## src/rtl/stream_burst_source.sv

```systemverilog
// Command-driven stream source: emits start, start+stride, ... for count beats with optional idle gaps.
// Outputs are registered; data, valid and last hold until the downstream handshake.
module stream_burst_source #(
  parameter int DATA_WIDTH  = 32,
  parameter int COUNT_WIDTH = 16,
  parameter int GAP_WIDTH   = 4
) (
  input  logic                   clk,
  input  logic                   rst,
  input  logic                   cmd_valid,
  output logic                   cmd_ready,
  input  logic [DATA_WIDTH-1:0]  cmd_start,
  input  logic [DATA_WIDTH-1:0]  cmd_stride,
  input  logic [COUNT_WIDTH-1:0] cmd_count,
  input  logic [GAP_WIDTH-1:0]   cmd_gap,
  output logic                   o_valid,
  input  logic                   o_ready,
  output logic [DATA_WIDTH-1:0]  o_data,
  output logic                   o_last,
  output logic                   done,
  output logic [COUNT_WIDTH-1:0] stall_cnt
);

  typedef enum logic [1:0] {IDLE, SEND, GAP} state_t;

  localparam logic [COUNT_WIDTH-1:0] CNT_ONE = COUNT_WIDTH'(1);
  localparam logic [COUNT_WIDTH-1:0] CNT_TWO = COUNT_WIDTH'(2);
  localparam logic [GAP_WIDTH-1:0]   GAP_ONE = GAP_WIDTH'(1);

  state_t                 state_q;
  logic [DATA_WIDTH-1:0]  data_q;
  logic [DATA_WIDTH-1:0]  stride_q;
  logic [COUNT_WIDTH-1:0] remaining_q;
  logic [GAP_WIDTH-1:0]   gap_q;
  logic [GAP_WIDTH-1:0]   gap_cnt_q;
  logic                   valid_q;
  logic                   last_q;
  logic                   done_q;
  logic [COUNT_WIDTH-1:0] stall_q;
  logic [COUNT_WIDTH-1:0] stall_d;

  // Saturating stall counter: sticks at all-ones.
  assign stall_d = (stall_q == '1) ? stall_q : stall_q + CNT_ONE;

  always_ff @(posedge clk) begin
    if (rst) begin
      state_q     <= IDLE;
      data_q      <= '0;
      stride_q    <= '0;
      remaining_q <= '0;
      gap_q       <= '0;
      gap_cnt_q   <= '0;
      valid_q     <= 1'b0;
      last_q      <= 1'b0;
      done_q      <= 1'b0;
      stall_q     <= '0;
    end else begin
      done_q <= 1'b0;
      case (state_q)
        IDLE: begin
          if (cmd_valid) begin
            data_q      <= cmd_start;
            stride_q    <= cmd_stride;
            remaining_q <= cmd_count;
            gap_q       <= cmd_gap;
            stall_q     <= '0;
            if (cmd_count == '0) begin
              done_q <= 1'b1;
            end else begin
              state_q <= SEND;
              valid_q <= 1'b1;
              last_q  <= (cmd_count == CNT_ONE);
            end
          end
        end
        SEND: begin
          if (o_ready) begin
            if (last_q) begin
              state_q <= IDLE;
              valid_q <= 1'b0;
              last_q  <= 1'b0;
              done_q  <= 1'b1;
            end else begin
              data_q      <= data_q + stride_q;
              remaining_q <= remaining_q - CNT_ONE;
              if (gap_q != '0) begin
                state_q   <= GAP;
                gap_cnt_q <= gap_q;
                valid_q   <= 1'b0;
                last_q    <= 1'b0;
              end else begin
                last_q <= (remaining_q == CNT_TWO);
              end
            end
          end else begin
            stall_q <= stall_d;
          end
        end
        GAP: begin
          // remaining_q was already decremented on the beat that entered GAP.
          if (gap_cnt_q == GAP_ONE) begin
            state_q <= SEND;
            valid_q <= 1'b1;
            last_q  <= (remaining_q == CNT_ONE);
          end else begin
            gap_cnt_q <= gap_cnt_q - GAP_ONE;
          end
        end
        default: state_q <= IDLE;
      endcase
    end
  end

  assign cmd_ready = (state_q == IDLE);
  assign o_valid   = valid_q;
  assign o_data    = data_q;
  assign o_last    = last_q;
  assign done      = done_q;
  assign stall_cnt = stall_q;

endmodule

```

## config.mk

```make
export PLATFORM = sky130hd
export DESIGN_NAME = stream_burst_source
export DESIGN_NICKNAME = d
export VERILOG_FILES = /design/src/rtl/stream_burst_source.sv
export SDC_FILE = /design/constraint.sdc
export NUM_CORES = 1
export LEC_CHECK = 0
export CAP_MARGIN = 5
export CORE_MARGIN = 1
export CORE_UTILIZATION = 56
export CTS_BUF_LIST = sky130_fd_sc_hd__clkbuf_4 sky130_fd_sc_hd__clkbuf_8 sky130_fd_sc_hd__clkbuf_16
export CTS_CLUSTER_SIZE = 12
export DETAILED_ROUTE_END_ITERATION = 10
export PLACE_DENSITY = 0.89
export SYNTH_ARGS = -nofsm -noshare
export SYNTH_HDL_FRONTEND = slang
export SYNTH_SLANG_ARGS = --single-unit
```

## constraint.sdc

```tcl
create_clock -name clk -period 6 [get_ports clk]
set_input_delay 1.2 -clock clk [delete_from_list [all_inputs] [get_ports clk]]
set_output_delay 1.2 -clock clk [all_outputs]
set_load 0.005 [all_outputs]
```

==> summary.txt <==
Floorplanning
  – Initial Util: 57.9%
  – Num ports: 140
  – Core Area: 11500 um^2
  – Die W: 111 um
  – Row count: 39
  – Vert. Die Dim: 111 um
  – DIE AREA: 12300 um^2

Synth
  – Synthesized flop and latch total: 109
  – Syn. warnings: 0
  – Syn Area/Cell: 7.60 um^2
  – Sequential area share after synthesis: 32.9%
  – Yosys top cell area share: 32.9%
  – Synth area leader: dfxtp_1
  – Synth Flop Type: dfxtp_1
  – Netlist Area Pre-Place: 6640 um^2
  – Synthesized Nets: 1003
  – Largest cells by area after synthesis: dfxtp_1 (33%), a21oi_1 (9.1%), ha_1 (7.7%), nand2_1 (7.5%), o21ai_0 (4.1%)
  – Ys async rst share: 0%
  – Cell variety after synth: 64
  – Mapped Cells: 873
  – Post-synth EDFFs: 0

Critical path
  – Crit path DAT: 3760 ps
  – CP peak stage delay: 940 ps
  – Crit start category: primary input
  – FF-to-FF Start: state_q[1]
  – CP Class: in2reg
  – Worst setup path startpoint: cmd_valid
  – WP buf/inv: 2
  – Crit path max fanout: 40
  – CP cell instances: clkdlybuf4s50_1, nand2_1, buf_4, o21a_1, a21o_1, or3_1, mux2_2, a21oi_1
  – CP endpoint kind: flop
  – Worst path required time: 6190 ps
  – Worst path slowest cell: a21o_1
  – Crit-path leading delay family: compound AO/OA/AOI/OAI gates

Routing
  – Total routed wirelength: 17400 um
  – Avg Vias per Cell: 5.98
  – DRC Markers: 0
  – Avg WL per Cell: 15.4 um
  – Initial detailed-routing violation count: 510
  – Via Count: 6768
  – Number of iterations in the first detailed-routing pass: 5
  – Final ANT Viol Nets: 0

Cells and area
  – Post-layout nets: 1114
  – Core Util, Final: 72.9%
  – Synth-to-Final Area Change: 26.0%
  – Share of post-route cells with drive strength above 1: 4.35%
  – Fin cells: 1132
  – ANT cells: 0
  – Finished Cell Area: 8360 um^2

Clock tree
  – Latest clock arrival within the worst-skew pair: 340 ps
  – CTS tree: built
  – CTS Hold Buffers Added: 0
  – Num CTS Buffers: 9
  – Maximum buffer depth of the clock tree: 2
  – Root Driver: clkbuf_16
  – Post-CTS setup buffers: 0
  – Post_cts resized: 0
  – H-tree Lvls: 3
  – Reg clk slew, reported paths: 70 ps
  – Clock Sinks: 109

GRT
  – Vias in the first global route: 6239
  – Overall Global Routing Usage: 28.0%
  – Top Usage Layer GRT: met2
  – Met3 Use GR: 3.23%
  – Antenna violations before repair: 0
  – Grt ovf: 0
  – Routing usage on met1: 37.4%
  – First-pass GRT wire length: 28700 um
  – Met2 Use GR: 47.7%
  – Largest net degree at the start of global routing: 78

STA
  – Final Cycle Share: 59.5%
  – Slew HR: 17.4%
  – Post-layout minimum cycle time: 3570 ps
  – Endpoints failing hold: 0
  – # setup viols final: 0
  – Slew Limit Fails: 0
  – Setup tns final: 0 ps
  – FMAX: 280 MHz
  – Clock skew: 8.88 ps
  – Unrepaired setup endpoints after global routing: false
  – Hold_ws: 461 ps
  – Worst-margin pin slew: 1240 ps

Worst hold path
  – Hold WC Path Type: reg2reg
  – Hold_sp: stride_q[26]

Placement
  – Placed cell areas: 8080 um^2
  – Routability cong.: 0.921
  – Post-DP HPWL: 12200 um
  – PortBufs: 139
  – Placed instance count: 1116

Pwr
  – Peak supply drop: 0.000253 V
  – PD cells: 414 nW/um^2
  – Clk pwr share: 16.4%
  – Sw Pwr: 0.00147 W
  – Switching Share: 42.4%
  – Cell internal pwr: 0.00200 W
  – Reg power frac: 31.6%
  – Leakage power: 3.28 nW
  – Comb pwr share: 52.0%

Run status
  – Run status: completed

Flow run
  – Maxcap violations: 0
final cells by class:
type,instances,area [um^2]
clock buffer,10,233
timing repair buffer,145,1430
fill,878,3110
tap,143,179
sequential,109,2180
multi-input combinational,697,4210
clock inverter,6,45.0
inverter,22,82.6
cells in the final DEF (no fill, tap or decap), types with 6 or more instances in the layout:
master,count
a211oi_1,16
a21o_1,22
a21oi_1,120
a22oi_1,7
a31oi_1,9
and3_1,8
and4_1,6
buf_4,6
clkbuf_16,9
clkdlybuf4s50_1,138
dfxtp_1,109
ha_1,40
inv_1,21
mux2i_1,12
nand2_1,132
nand3_1,21
nand4_1,11
nor2_1,68
nor2b_1,7
nor3_1,28
nor4_1,8
o211ai_1,6
o21a_1,6
o21ai_0,54
or3_1,12
xnor2_1,16
xor2_1,15
power groups by stage:
stage                     registers [W]  clock network, W  logic (W)
after floorplan                 0.00107                 0    0.00123
after global placement          0.00110                 0    0.00173
after detailed placement        0.00110                 0    0.00178
after CTS                       0.00109          0.000574    0.00179
after global routing            0.00112          0.000601    0.00199
final                           0.00110          0.000568    0.00180
worst reg2reg max path, cell delays in order, from the launching register on:
cell	delay [ps]
dfxtp_1	400
inv_1	90
ha_1	270
nand2_1	100
buf_4	390
o21a_1	310
a21o_1	940
or3_1	230
mux2_2	140
a21oi_1	50
synthesized netlist by cell type, types with 3 or more instances:
cell type  number
a211o_1         3
a211oi_1       16
a21o_1         22
a21oi_1       121
a22oi_1         7
a31oi_1         9
and2_1          6
and3_1          8
and4_1          6
buf_1           5
buf_2           7
clkbuf_1       33
dfxtp_1       109
ha_1           41
inv_1          21
mux2_2          4
mux2i_1        12
nand2_1       132
nand2b_1        4
nand3_1        21
nand3b_1        3
nand4_1        11
nor2_1         68
nor2b_1         7
nor3_1         28
nor4_1          8
o211ai_1        6
o21a_1          6
o21ai_0        54
o21ai_1         3
o22ai_1         5
o31a_1          3
or2_2           5
or3_1          12
xnor2_1        16
xor2_1         15
worst paths after layout:
path                            slack [ps]  depth (start not counted)            to
worst max register to register        2910                          9    o_data[31]
worst min-delay path                   460                          2  stride_q[26]
worst min register to register         460                          2  stride_q[26]
worst max-delay path                  2430                          8    o_data[31]
metrics by stage:
step / power [W] / setup slack (ps)
after floorplan: 0.00230 / 3430
after global placement: 0.00283 / 2180
after detailed placement: 0.00288 / 2100
after CTS: 0.00346 / 2440
after global routing: 0.00371 / 2260
final: 0.00347 / 2430
cell families (layout without fill, tap and decap cells):
kind of cell               Yosys count  after routing  share of synthesized area [%]
AOI/OAI and AO/OA                  277            277                           25.1
xor gates and xnor gates            31             31                           4.09
adders and majority gates           42             42                           8.03
buffers and inverters               67            183                           3.92
DFF                                109            109                           32.9
muxes                               16             16                           2.49
and+or+nand+nor                    331            331                           23.5
state kept, by name (all words and copies together), names as in the netlist, 2 cells and up:
register and flops:
gap_cnt_q 4, gap_q 4, o_data 32, remaining_q 16, stall_cnt 16, state_q 2
stride_q 32
layer usage:
layer,share of wire (%),wire length (um)
met1,46,7990
met2,47,8200
met4,1.2,214
met3,5.9,1020
met5,0,0
Power figures use the tool's default switching activity.
